<file path="src/rtl/fp_align_stage1.sv">
// fp_align_stage1: two-stage pre-alignment pipeline for the FP add/sub path.
//   Stage A unpacks X/Y, resolves exponent difference flags, mantissa compare,
//   effective operation and swaps operands by magnitude.
//   Stage B right-shifts the smaller significand into {sig, G, R, S}.
// Ports:
//   Clk, Reset (sync, active high)
//   InValid/InReady, OperandX/OperandY, Operation : input handshake + operands
//   OutValid/OutReady                               : output handshake
//   SignOperandX/Y, EffOperation, ExclusiveSign,
//   DSign, DZF, CMP1, LargeExp, LargeMant, SmallMant : aligned results
module fp_align_stage1 #(
  parameter int EXP_W = 8,
  parameter int MAN_W = 23
) (
  input  logic                     Clk,
  input  logic                     Reset,
  input  logic                     InValid,
  output logic                     InReady,
  input  logic [EXP_W+MAN_W:0]     OperandX,
  input  logic [EXP_W+MAN_W:0]     OperandY,
  input  logic [1:0]               Operation,
  output logic                     OutValid,
  input  logic                     OutReady,
  output logic                     SignOperandX,
  output logic                     SignOperandY,
  output logic                     EffOperation,
  output logic                     ExclusiveSign,
  output logic                     DSign,
  output logic                     DZF,
  output logic                     CMP1,
  output logic [EXP_W-1:0]         LargeExp,
  output logic [MAN_W+3:0]         LargeMant,
  output logic [MAN_W+3:0]         SmallMant
);
  localparam int W  = 1 + EXP_W + MAN_W;
  localparam int SW = MAN_W + 1;   // significand incl. hidden bit
  localparam int MW = MAN_W + 4;   // significand + G/R/S

  typedef struct packed {
    logic             sx, sy, eff, excl, dsign, dzf, cmp1;
    logic [EXP_W-1:0] exp_l;
    logic [SW-1:0]    sig_l, sig_s;
    logic [EXP_W:0]   shamt;
  } stage_a_t;

  typedef struct packed {
    logic             sx, sy, eff, excl, dsign, dzf, cmp1;
    logic [EXP_W-1:0] exp_l;
    logic [MW-1:0]    mant_l, mant_s;
  } stage_b_t;

  logic     va_q, vb_q;
  stage_a_t a_d, a_q;
  stage_b_t b_d, b_q;

  // Stage B may take new data when empty or draining this cycle.
  logic adv_b, acc_in;
  assign adv_b   = ~vb_q | OutReady;
  assign InReady = ~va_q | ~vb_q | OutReady;
  assign acc_in  = InValid & InReady;

  // ---------------- Stage A: unpack, compare, swap ----------------
  logic [EXP_W-1:0] ex_x, ex_y, eex_x, eex_y;
  logic [SW-1:0]    sig_x, sig_y;
  logic [EXP_W:0]   diff;
  logic             sel_y;

  always_comb begin
    ex_x  = OperandX[W-2:MAN_W];
    ex_y  = OperandY[W-2:MAN_W];
    // Denormals use effective exponent 1 with a zero hidden bit.
    eex_x = (ex_x == '0) ? EXP_W'(1) : ex_x;
    eex_y = (ex_y == '0) ? EXP_W'(1) : ex_y;
    sig_x = {ex_x != '0, OperandX[MAN_W-1:0]};
    sig_y = {ex_y != '0, OperandY[MAN_W-1:0]};
    diff  = {1'b0, eex_x} - {1'b0, eex_y};

    a_d       = '0;
    a_d.sx    = OperandX[W-1];
    a_d.sy    = OperandY[W-1];
    a_d.excl  = a_d.sx ^ a_d.sy;
    a_d.eff   = ~Operation[1] & (Operation[0] ^ a_d.sx ^ a_d.sy);
    a_d.dsign = ~diff[EXP_W];
    a_d.dzf   = (diff == '0);
    a_d.cmp1  = (sig_y > sig_x);
    sel_y     = ~a_d.dsign | (a_d.dzf & a_d.cmp1);
    a_d.exp_l = sel_y ? eex_y : eex_x;
    a_d.sig_l = sel_y ? sig_y : sig_x;
    a_d.sig_s = sel_y ? sig_x : sig_y;
    a_d.shamt = diff[EXP_W] ? (~diff + 1'b1) : diff;
  end

  // ---------------- Stage B: align smaller significand ----------------
  logic [2*MW-1:0] shifted;
  logic            sticky;

  always_comb begin
    // Upper half is the aligned value, lower half catches bits shifted out.
    shifted = {a_q.sig_s, 3'b000, {MW{1'b0}}} >> a_q.shamt;
    sticky  = |shifted[MW-1:0];

    b_d        = '0;
    b_d.sx     = a_q.sx;
    b_d.sy     = a_q.sy;
    b_d.eff    = a_q.eff;
    b_d.excl   = a_q.excl;
    b_d.dsign  = a_q.dsign;
    b_d.dzf    = a_q.dzf;
    b_d.cmp1   = a_q.cmp1;
    b_d.exp_l  = a_q.exp_l;
    b_d.mant_l = {a_q.sig_l, 3'b000};
    if (a_q.shamt >= (EXP_W+1)'(MW))
      b_d.mant_s = {{(MW-1){1'b0}}, a_q.sig_s != '0};
    else
      b_d.mant_s = {shifted[2*MW-1:MW+1], shifted[MW] | sticky};
  end

  always_ff @(posedge Clk) begin
    if (Reset) begin
      va_q <= 1'b0;
      vb_q <= 1'b0;
      a_q  <= '0;
      b_q  <= '0;
    end else begin
      if (InReady) va_q <= InValid;
      if (acc_in)  a_q  <= a_d;
      if (adv_b) begin
        vb_q <= va_q;
        if (va_q) b_q <= b_d;
      end
    end
  end

  assign OutValid      = vb_q;
  assign SignOperandX  = b_q.sx;
  assign SignOperandY  = b_q.sy;
  assign EffOperation  = b_q.eff;
  assign ExclusiveSign = b_q.excl;
  assign DSign         = b_q.dsign;
  assign DZF           = b_q.dzf;
  assign CMP1          = b_q.cmp1;
  assign LargeExp      = b_q.exp_l;
  assign LargeMant     = b_q.mant_l;
  assign SmallMant     = b_q.mant_s;
endmodule

</file>
<file path="config.mk">
export PLATFORM = sky130hd
export DESIGN_NAME = fp_align_stage1
export DESIGN_NICKNAME = d
export VERILOG_FILES = /design/src/rtl/fp_align_stage1.sv
export SDC_FILE = /design/constraint.sdc
export NUM_CORES = 1
export LEC_CHECK = 0
export BUFFER_PORTS_ARGS = -buffer_cell sky130_fd_sc_hd__buf_2
export CORE_MARGIN = 2
export CORE_UTILIZATION = 58
export CTS_CLUSTER_SIZE = 24
export DETAILED_ROUTE_END_ITERATION = 10
export GPL_TIMING_DRIVEN = 0
export PLACE_DENSITY = 0.81
export SYNTH_ARGS = -nofsm -noshare
export SYNTH_HDL_FRONTEND = slang
export SYNTH_SLANG_ARGS = --single-unit
</file>
<file path="constraint.sdc">
create_clock -name Clk -period 4.15 [get_ports Clk]
set_input_delay 0.2075 -clock Clk [delete_from_list [all_inputs] [get_ports Clk]]
set_output_delay 0.2075 -clock Clk [all_outputs]
set_load 0.03 [all_outputs]
</file>
==> results of run 1 <==
-- cells by family (layout without fill, tap and decap cells) --
family	count (synthesis)	in the layout	share of synthesized area, %
other	1	3	0.0407
adder cells (fa/ha/maj)	32	32	4.40
buffers and inverters	152	318	6.80
flip-flops	140	140	30.4
XOR/XNOR	11	11	1.04
AND/OR/NAND/NOR	529	529	27.4
AO/OA/AOI/OAI	287	287	19.7
multiplexers	64	64	10.2
-- flip-flops by register name, summed over array words and instances (netlist names) --
name,cells
OutValid,1
LargeExp,8
va_q,1
EffOperation,1
SmallMant,27
SignOperandY,1
DZF,1
SignOperandX,1
DSign,1
LargeMant,24
ExclusiveSign,1
a_q,72
CMP1,1
-- critical path, cell delays in order --
cell and delay (ns):
buf_2 0.14, nor4_2 0.45, a21o_1 0.28, ha_1 0.18
inv_1 0.05, fa_1 0.41, a21oi_1 0.25, o21ai_0 0.17
o211ai_1 0.33, xnor2_1 0.22, a21oi_1 0.27, o2111ai_1 0.43
buf_2 0.37, buf_2 0.21, nand3_1 0.11, nand3_1 0.08
-- power breakdown --
| part | total, µW | internal, µW | leakage [µW] | switching, µW |
|---|---|---|---|---|
| logic | 1230 | 429 | 0.00297 | 804 |
| clock network | 1570 | 859 | 0.000291 | 709 |
| registers | 1530 | 1430 | 0.00114 | 96.2 |
| total | 4330 | 2720 | 0.00441 | 1610 |
-- worst paths after layout --
| path | start | endpoint | slack [ns] |
|---|---|---|---|
| hold / removal | OperandY[31] | a_q[70] | 0.02 |
| setup reg to reg | a_q[8] | SmallMant[26] | 0.41 |
| hold reg to reg | a_q[50] | LargeMant[20] | 0.45 |
| setup / recovery | OperandY[28] | a_q[50] | 0.30 |
-- area by class of cell --
class / instances / area, µm²
timing repair buffer: 134 / 671
clock inverter: 15 / 171
sequential: 140 / 2800
fill: 1362 / 4940
tap: 216 / 270
multi-input combinational: 926 / 5810
buffer: 113 / 480
clock buffer: 17 / 425
inverter: 39 / 146
-- layer usage --
| layer | global-route usage (%) | up-vias | part of all wire (%) | wire (µm) |
|---|---|---|---|---|
| met3 | 8.65 | 184 | 9.1 | 3170 |
| li1 | - | 4719 | - | - |
| met5 | 0 | - | 0 | 0 |
| met1 | 50.0 | 4806 | 38 | 13200 |
| met2 | 63.3 | 675 | 45 | 15500 |
| met4 | 29.5 | 0 | 7.9 | 2740 |
-- stage by stage --
step	TNS, ns	hold WS (ns)	utilization [%]	power [µW]	std cells
floorplan	0	0.325	-	2330	1218
global placement	-1.21	0.439	64.7	2710	1568
detailed placement	-3.11	0.441	64.7	2730	1568
CTS	0	0.0238	68.5	4260	1600
global route	0	0.0312	68.6	4460	1600
finish	0	0.0231	68.6	4330	1600
-- layout by cell type, fill, tap and decap left out, drive strengths merged, types with 30 or more instances in the layout --
| cell | n |
|---|---|
| a21oi | 88 |
| buf | 166 |
| clkbuf | 98 |
| dfxtp | 140 |
| ha | 30 |
| inv | 47 |
| nand2 | 188 |
| nand3 | 115 |
| nor2 | 68 |
| nor3 | 57 |
| o21ai | 87 |
==> run metrics, run 1 <==
count of cell types in the netlist=78; Slew HR=16.5%; overall routing resource usage=40.7%; CTS root buf=clkbuf_16; status=complete, no violations; pre-CTS setup slack=-0.155 ns; area leader, netlist=dfxtp_1; Leak=0.00441 µW; crit share post-route=92.8%; CTS tree=done; clk slew on worst S/H paths=0.07 ns; most common cell in the synthesized netlist=nand2_1; Slew Viols, Final=0; Main synth FF type=dfxtp_1; Post-synth ARST share=0%; Final min period=3.85 ns; P&R area growth vs syn=16.8%; # hold bufs at CTS=0; Pwr per Cell Area=402 nW/µm²; final setup vio count=0; H-tree levels=4; syn avg cell area=7.59 µm²; routability cong.=1.01; fin area=10,800 µm²; EDFF count, synth=0; Final nets=1,472; initial antenna violation count=0; RSZ-0062 raised after global routing=false; critical path type=in2reg; critical path required time=4.47 ns; vias in the first global route=9,636; # diodes=0; I/O Buffers=134; initial core utilization=58.7%; f_max=260 MHz; hold crit path type=in2reg; vias per cell=6.49; worst slew pin tran=1.24 ns; #FFs+latches synth=140; number of buffers created by CTS=17; postcts setup bufs=0; Resized cells post-CTS=0; reg2reg path depth=10; routed wire length=34.6 mm; Commonest cells post-synth=nand2_1, dfxtp_1, nand3_1, a21oi_1, o21ai_0; post-route ant nets=0; 1st-pass router iterations=5; post-synthesis sequential area ratio=30.4%; clock sink count=140; die height=130 µm; wire per inst=21.7 µm; element type at the critical path end=flip-flop; DIE WIDTH=130 µm; DP HPWL=26.5 mm; layout cells sized above 1=17.1%; final hold vios=0; Worst-Skew Late Latency=0.44 ns; total gr overflow=0; area of the core=15,700 µm²; clock skew=0.0123 ns; clock buffer depth=2; die area=16,900 µm²; first-pass GRT wire length=52.4 mm; Cell Area, Synth=9220 µm²; area share of the largest cell type after synthesis=30.4%; drc violations=0; via count=10,400; crit path DAT=4.17 ns; maximum vdd drop=0.299 mV; synth top area cells=dfxtp_1, nand2_1, nand3_1; Worst Setup Start Kind=primary input; row count=46; Initial DRC Count=1,035; setup ws final=0.297 ns; Synth Warn #=0; Synth Instances=1,216; Ports=141; Max-Cap Viols=0; Post-Place Cell Area=10,200 µm²; worst hold stages=3; largest net degree at the start of global routing=17; Critical Path Fanout Max=10
Note: power is estimated with default switching activity, not from simulation.
==> run 2, diff against run 1 <==
Settings changed: CORE_UTILIZATION 58 to 53, PLACE_DENSITY 0.81 to 0.78, REMOVE_ABC_BUFFERS set to 1.
Clock period 4.15 ns to 3.4 ns, I/O delays scaled along.
==> run 2 against run 1 <==
Compared with the run above: sequential cell count unchanged; clock-buffer cell count is 2 higher; sequential share of layout area fell by 0.15 points; largest cell class unchanged; global-route usage down 10 points; largest power group is now registers; power rose by 19%; design area is 0.95% higher; critical endpoint is now SmallMant[0]; non-clock buffer count decreased by 83.
==> run metrics, run 2 (synthesis gave the netlist of run 1 again) <==
setup tns final=0 ns; final setup vio count=0; status=complete, no violations; Leak=0.00442 µW; I/O Buffers=137; vias in the first global route=8,747; total gr overflow=0; element type at the critical path end=flip-flop; net switching fraction of the power=35.0%; DIE WIDTH=136 µm; maximum vdd drop=0.371 mV; # diodes=0; clock share of power=35.5%; Slew Viols, Final=0; Slew HR=13.8%; area of the core=17,200 µm²; reg2reg path depth=9; worst slew pin tran=1.28 ns; crit share post-route=97.4%; R2R setup slack=0.09 ns; row count=48; initial antenna violation count=0; crit path DAT=3.63 ns; clock skew=0.00890 ns; Reg2Reg Capture Point=SmallMant[0]; number of buffers created by CTS=17; f_max=302 MHz; Initial DRC Count=1,082; CP Launch Point=a_q[2]; Largest register FFs=72; H-tree levels=4; R2R Path Start=a_q[2]; setup ws final=0.0891 ns; via count=9,669; 1st-pass router iterations=8; die height=136 µm; clk slew on worst S/H paths=0.06 ns; Comb pwr share=27.6%; vias per cell=6.32; post-route ant nets=0; internal power=3350 µW; initial core utilization=53.7%; drc violations=0; Final min period=3.31 ns; Critical Path Fanout Max=41; Critical Path Sink=SmallMant[0]; Ports=141; commonest non-fill, non-tap cells in the layout=nand2_1, dfxtp_1, buf_2, nand3_1, a21oi_1; critical path required time=3.72 ns; Power, Total=5150 µW; pre-CTS setup slack=-0.904 ns; most common cell after layout, fill and taps aside=nand2_1; Net Switching=1810 µW; routed wire length=29.4 mm; Worst Setup Start Kind=flip-flop; routability cong.=0.942; Max-Cap Viols=0; hold crit path type=in2reg; most flop-heavy register=a_q; overall routing resource usage=30.7%; final hold vios=0; Seq pwr share=37.0%; layout cells sized above 1=20.1%; clock sink count=140; Pwr per Cell Area=474 nW/µm²; clock buffer depth=2; DP HPWL=18.9 mm; critical path type=reg2reg; P&R area growth vs syn=17.9%; wire per inst=19.2 µm; largest net degree at the start of global routing=88; CTS root buf=clkbuf_16; CTS tree=done; Final nets=1,393; Worst-Skew Late Latency=0.44 ns; first-pass GRT wire length=45.4 mm; die area=18,500 µm²
run 2: worst min path at each step:
stage / endpoint / slack [ns] / depth (start not counted) / startpoint
after floorplan: CMP1 / 0.24 / 1 / Reset
after global placement: va_q / 0.41 / 3 / InValid
after detailed placement: va_q / 0.44 / 3 / InValid
after CTS: a_q[69] / 0.03 / 4 / Operation[1]
after global routing: a_q[69] / 0.07 / 4 / Operation[1]
final: a_q[69] / 0.04 / 4 / Operation[1]
run 2: metrics by stage:
stage	hold slack, ns	util (%)	instance area (µm²)	std cells
after global placement	0.407	56.6	9720	1467
after detailed placement	0.439	58.2	10000	1477
after CTS	0.0326	62.2	10700	1518
final	0.0376	63.3	10900	1530
after floorplan	0.239	-	8750	1105
after global routing	0.0713	63.3	10900	1530
run 2: worst max-delay path, cell delays in order (launching register included):
cell	delay, ns
dfxtp_2	0.45
buf_12	0.26
mux2_2	0.38
mux2i_1	0.26
o21ai_1	0.20
o2bb2ai_1	0.21
or4b_1	0.53
or4_1	0.52
a221oi_2	0.27
o22ai_1	0.10
run 2: power groups by stage:
stage | sequential (µW) | clock [µW] | combinational, µW
after floorplan | 1960 | 0 | 810
after global placement | 1970 | 0 | 1210
after detailed placement | 1940 | 0 | 1290
after CTS | 1900 | 1830 | 1330
after global routing | 1920 | 1900 | 1530
final | 1900 | 1830 | 1420
run 2: layout make-up:
| class | count | area [µm²] |
|---|---|---|
| inverter | 39 | 148 |
| timing repair buffer | 164 | 1100 |
| tap | 225 | 282 |
| sequential | 140 | 2810 |
| clock buffer | 19 | 453 |
| clock inverter | 13 | 115 |
| multi-input combinational | 930 | 5960 |
| fill | 1520 | 6300 |
run 2: repair_timing:
item / CTS / global route
gates resized for setup: 10 / 7
hold buffers: 3 / 0
buffers inserted: 3 / 9
hold endpoints to repair: 3 / 0
endpoints found under the setup margin: 82 / 69
pin swaps: 1 / 2
gates cloned: 3 / 2
run 2: per-layer routing:
metal / global-route usage (%) / wire (µm) / part of all wire (%) / up-vias
li1: - / - / - / 4580
met4: 9.84 / 595 / 2.0 / 0
met5: 0 / 0 / 0 / -
met1: 41.9 / 12600 / 43 / 4550
met2: 49.4 / 13800 / 47 / 486
met3: 5.37 / 2370 / 8.1 / 53
